--- config.mk ---
export PLATFORM = sky130hd
export DESIGN_NAME = axi_read_burst_collector
export DESIGN_NICKNAME = d
export VERILOG_FILES = /design/src/rtl/axi_read_burst_collector.sv
export SDC_FILE = /design/constraint.sdc
export NUM_CORES = 1
export LEC_CHECK = 0
export CORE_ASPECT_RATIO = 0.9
export CORE_MARGIN = 2
export CORE_UTILIZATION = 27
export DETAILED_ROUTE_END_ITERATION = 10
export PLACE_DENSITY = 0.43
export SLEW_MARGIN = 10
export SYNTH_ARGS = -nofsm -noshare
export SYNTH_HDL_FRONTEND = slang
export SYNTH_SLANG_ARGS = --single-unit
--- constraint.sdc ---
create_clock -name AXI_ACLK -period 9.5 [get_ports AXI_ACLK]
set_input_delay 1.9 -clock AXI_ACLK [delete_from_list [all_inputs] [get_ports AXI_ACLK]]
set_output_delay 1.9 -clock AXI_ACLK [all_outputs]
set_load 0.01 [all_outputs]
--- src/rtl/axi_read_burst_collector.sv ---
// axi_read_burst_collector
//
// Collects 16-beat INCR read bursts from one AXI R channel into a small beat
// FIFO for user logic. Tracks outstanding AR requests, frames bursts with an
// internal beat counter, and raises sticky error flags for bad responses, bad
// IDs, RLAST misplacement, unexpected beats and outstanding-count overflow.
//
// Ports:
//   AXI_ACLK, AXI_ARESET          clock, async active-high reset
//   ar_issue                      pulse per accepted AR handshake
//   AXI_R*                        R channel (RREADY is an output)
//   rd_data/resp/last/valid/ready user-side FIFO head and pop handshake
//   burst_done                    pulse after a burst's final beat is accepted
//   outstanding                   bursts issued but not yet completed
//   err_*                         sticky error flags, err_clear clears them
module axi_read_burst_collector #(
  parameter int unsigned      DATA_W     = 256,
  parameter int unsigned      ID_W       = 6,
  parameter int unsigned      BURST_LEN  = 16,
  parameter int unsigned      FIFO_DEPTH = 4,
  parameter logic [ID_W-1:0]  EXP_ID     = '0,
  parameter int unsigned      MAX_OUTST  = 16
) (
  input  logic              AXI_ACLK,
  input  logic              AXI_ARESET,
  input  logic              ar_issue,
  input  logic [DATA_W-1:0] AXI_RDATA,
  input  logic [1:0]        AXI_RRESP,
  input  logic              AXI_RLAST,
  input  logic              AXI_RVALID,
  input  logic [ID_W-1:0]   AXI_RID,
  output logic              AXI_RREADY,
  output logic [DATA_W-1:0] rd_data,
  output logic [1:0]        rd_resp,
  output logic              rd_last,
  output logic              rd_valid,
  input  logic              rd_ready,
  output logic              burst_done,
  output logic [4:0]        outstanding,
  output logic              err_resp,
  output logic              err_last,
  output logic              err_id,
  output logic              err_unexp,
  output logic              err_ovf,
  input  logic              err_clear
);

  localparam int unsigned PTR_W = $clog2(FIFO_DEPTH);
  localparam int unsigned CNT_W = $clog2(BURST_LEN);

  logic [DATA_W-1:0] mem_data [FIFO_DEPTH];
  logic [1:0]        mem_resp [FIFO_DEPTH];
  logic              mem_last [FIFO_DEPTH];

  logic [PTR_W-1:0] wptr_q, rptr_q;
  logic [PTR_W:0]   count_q, count_d;
  logic [CNT_W-1:0] beat_cnt_q, beat_cnt_d;
  logic [4:0]       outst_q, outst_d;
  logic             burst_done_q;
  logic [4:0]       err_q, err_d, err_evt;

  logic beat_acc, have_outst, push, pop, last_idx, final_beat, ovf_evt;

  assign AXI_RREADY = (count_q != (PTR_W+1)'(FIFO_DEPTH));
  assign rd_valid   = (count_q != '0);

  assign beat_acc   = AXI_RVALID & AXI_RREADY;
  assign have_outst = (outst_q != '0);
  // Beats arriving with nothing outstanding are dropped, not framed.
  assign push       = beat_acc & have_outst;
  assign pop        = rd_valid & rd_ready;
  assign last_idx   = (beat_cnt_q == CNT_W'(BURST_LEN - 1));
  assign final_beat = push & last_idx;

  // Head is gated so idle outputs read as zero rather than stale entries.
  assign rd_data = rd_valid ? mem_data[rptr_q] : '0;
  assign rd_resp = rd_valid ? mem_resp[rptr_q] : '0;
  assign rd_last = rd_valid ? mem_last[rptr_q] : 1'b0;

  assign burst_done  = burst_done_q;
  assign outstanding = outst_q;
  assign {err_resp, err_last, err_id, err_unexp, err_ovf} = err_q;

  always_comb begin
    count_d = count_q;
    unique case ({push, pop})
      2'b10:   count_d = count_q + (PTR_W+1)'(1);
      2'b01:   count_d = count_q - (PTR_W+1)'(1);
      default: count_d = count_q;
    endcase
  end

  always_comb begin
    beat_cnt_d = beat_cnt_q;
    if (push) beat_cnt_d = last_idx ? '0 : beat_cnt_q + CNT_W'(1);
  end

  always_comb begin
    outst_d = outst_q;
    ovf_evt = 1'b0;
    if (ar_issue && !final_beat) begin
      if (outst_q == 5'(MAX_OUTST)) ovf_evt = 1'b1;
      else                          outst_d = outst_q + 5'd1;
    end else if (!ar_issue && final_beat) begin
      outst_d = outst_q - 5'd1;
    end
  end

  always_comb begin
    err_evt = {beat_acc & AXI_RRESP[1],
               beat_acc & (AXI_RLAST != last_idx),
               beat_acc & (AXI_RID != EXP_ID),
               beat_acc & ~have_outst,
               ovf_evt};
    // A new event in the same cycle as err_clear keeps the flag set.
    err_d = err_evt | (err_q & {5{~err_clear}});
  end

  always_ff @(posedge AXI_ACLK or posedge AXI_ARESET) begin
    if (AXI_ARESET) begin
      wptr_q       <= '0;
      rptr_q       <= '0;
      count_q      <= '0;
      beat_cnt_q   <= '0;
      outst_q      <= '0;
      burst_done_q <= 1'b0;
      err_q        <= '0;
    end else begin
      if (push) wptr_q <= wptr_q + PTR_W'(1);
      if (pop)  rptr_q <= rptr_q + PTR_W'(1);
      count_q      <= count_d;
      beat_cnt_q   <= beat_cnt_d;
      outst_q      <= outst_d;
      burst_done_q <= final_beat;
      err_q        <= err_d;
    end
  end

  // Storage needs no reset: entries are only visible while counted valid.
  always_ff @(posedge AXI_ACLK) begin
    if (push) begin
      mem_data[wptr_q] <= AXI_RDATA;
      mem_resp[wptr_q] <= AXI_RRESP;
      mem_last[wptr_q] <= last_idx;
    end
  end

endmodule

==> out/metrics.cfg <==
[final_layout]
final_util=0.3500
drive_gt1_frac=0.1860
synthToLayoutAreaGrowth_pct=28.92
finalNonFillerCells=4410
layout_common_cells=1,036 x edfxtp_1, 542 x clkdlybuf4s50_1, 261 x and2_1, 259 x mux4_2, 119 x clkbuf_16
fin_area_mm2=0.05182
layout_commonest_cell=edfxtp_1
num-nets-final=2624
fill_cells=13830

[grt]
grtUsageTotal=0.1311
grt_max_degree=125
antenna_found_initial=19
grt_pass1_wl_um=146700
overflow=0
grt_pass1_vias=21130

[clocking]
path_clk_slew_ns=0.06
clock_sinks=1058
cts_tree=built
clk-insertion-delay-late_ns=0.72
cts-resized-gates=0
htreeDepth=3
cts_made_buffers=117
root_buffer=clkbuf_16
cts.path.max_buffers=3
cts_hold_buf=0
cts_setup_buffers=0

[synth]
ys_seq_area_frac=0.7876
ys_seq_elements=1058
syn_area_per_cell_um2=22.89
synthesis.area_mm2=0.04020
yosys.area_share.simple=0.04457
syn-num-nets=2038
ys_async_sr_fraction=0.02079
synth_top_family_by_area=multiplexers
yosys_warnings=0
synth_compound_area_frac=0.003891
synthAdderAreaFrac=0.003797
yosys_most_used_dff=edfxtp_1
ys_types=38
yosys.area.top_type=edfxtp_1
synth_xor_area_frac=0.002397
synth.area.top_cells=edfxtp_1 77%, mux4_2 15%, and2_1 4.1%
synth_top_area_frac=0.7739
synthCells=1756
synth_edf_count=1036
synth_mux_area_frac=0.1470

[pwr]
p_leak_nw=16.42
power.total_mw=17.31
powerDensity_mw_per_mm2=334.1
ir_worst_vdd_uv=208.2

[sta]
hold_ws_ns=0.4961
worst_slew_pin_slew_ns=1.200
period_minus_slack_ns=6.054
fmax_mhz=165.2
tns_ns=0
layout_setup_ws_ns=3.446
fin_crit_sh=0.6373
hold_viol_final=0
maxSlewViolCount=0
max_slew_margin=0.2001
rsz0062_at_grt=no
fin_skew_ns=0.03091
setup_viol=0

[setup_path]
crit_chain=buf_12 -> mux4_2 -> and2_1 -> clkdlybuf4s50_1
cp-end-kind=output pin
crit_path_top_delay_cell=dfrtp_4
max_stage_delay_ns=1.09
r2r_slack_ns=6.22
reg2reg_depth=4
start_kind=flip-flop
r2r-start=count_q[2]
crit_required_ns=7.60
crit_arrival_ns=4.15
worst-setup-path-type=flip-flop to output pin
reg2reg_to=mem_data[0][194]
path_max_fanout=101
cp_top_family=buffers and inverters
cp_num_buf_inv=2

[placement]
pre_cts_ws_ns=4.073
dp.cells=4195
dpl.hpwl_um=58210
place.gp.congestion=0.7065
io_buffers=542
place_area_mm2=0.04802

[detailed_routing]
vias=19320
ant_nets=0
drc_errors=0
firstDrtPassIters=4
drt-total-wl_um=100700
drt-vias-per-instance=4.382
wire_per_inst_um=22.84
drt_iter0_markers=1081

[floorplan]
row_count=134
num_io_pins=543
die_y_um=370.0
core_area_mm2=0.1480
die_w_um=410.7
start_util=0.2715
die_area_mm2=0.1520

[worst_hold_path]
whs_path_depth=1
min_from=count_q[2]
worstHoldEndpoint=count_q[2]
worstHoldPathType=flip-flop to flip-flop

[flow_run]
cap_violations=0

[status]
status=finished, final reports clean

sequential cells by signal (all words and copies together), names as in the netlist:
| signal | count |
|---|---|
| mem_data | 1024 |
| mem_resp | 8 |
| err_q | 5 |
| outstanding | 5 |
| beat_cnt_q | 4 |
| mem_last | 4 |
| count_q | 3 |
| rptr_q | 2 |
| wptr_q | 2 |
| burst_done | 1 |
layer usage:
metal / vias to the layer above / global-route usage / wire length, um
met1: 10300 / 0.1640 / 42140
met5: - / 0 / 194
met4: 32 / 0.03415 / 2195
met3: 167 / 0.03932 / 6086
met2: 445 / 0.2209 / 50120
li1: 8383 / - / -
cells in the mapped netlist, drive strengths merged, types with 5 or more instances:
library cell	instances
and2	265
buf	43
clkbuf	47
dfrtp	22
edfxtp	1036
ha	9
inv	13
mux2	5
mux4	259
nand2	8
xnor2	7
power breakdown:
group / internal (mW) / switching, mW
Sequential: 6.20 / 0.301
Clock: 2.63 / 1.83
Combinational: 3.29 / 3.06
final cells by class:
type | count | area (um2) | share of cell area
multi-input combinational | 595 | 8122 | 0.1567
antenna | 3 | 7.507 | 0.0001449
clock buffer | 136 | 3042 | 0.05870
sequential | 1058 | 31670 | 0.6111
clock inverter | 76 | 753.2 | 0.01454
inverter | 13 | 48.80 | 0.0009416
timing repair buffer | 557 | 5713 | 0.1102
tap | 1972 | 2467 | 0.04761
worst max-delay path by stage:
| stage | depth (start not counted) | startpoint | to | slack, ns |
|---|---|---|---|---|
| detailed placement | 4 | rptr_q[0] | rd_data[221] | 4.07 |
| finish | 4 | rptr_q[0] | rd_data[231] | 3.45 |
| CTS | 4 | rptr_q[0] | rd_data[222] | 3.22 |
| floorplan | 3 | AXI_RVALID | mem_data[0][0] | 0.67 |
| global route | 4 | rptr_q[0] | rd_data[222] | 3.05 |
| global placement | 4 | rptr_q[0] | rd_data[219] | 4.04 |
kinds of logic (layout without fill, tap and decap cells):
| kind of cell | after synthesis | in the layout |
|---|---|---|
| muxes | 266 | 266 |
| adders and majority gates | 11 | 11 |
| and+or+nand+nor | 289 | 289 |
| AOI/OAI and AO/OA | 18 | 18 |
| xor gates and xnor gates | 11 | 11 |
| DFF | 1058 | 1058 |
| other | 0 | 3 |
| buffers and inverters | 103 | 782 |
(Power assumes the default switching activity.)
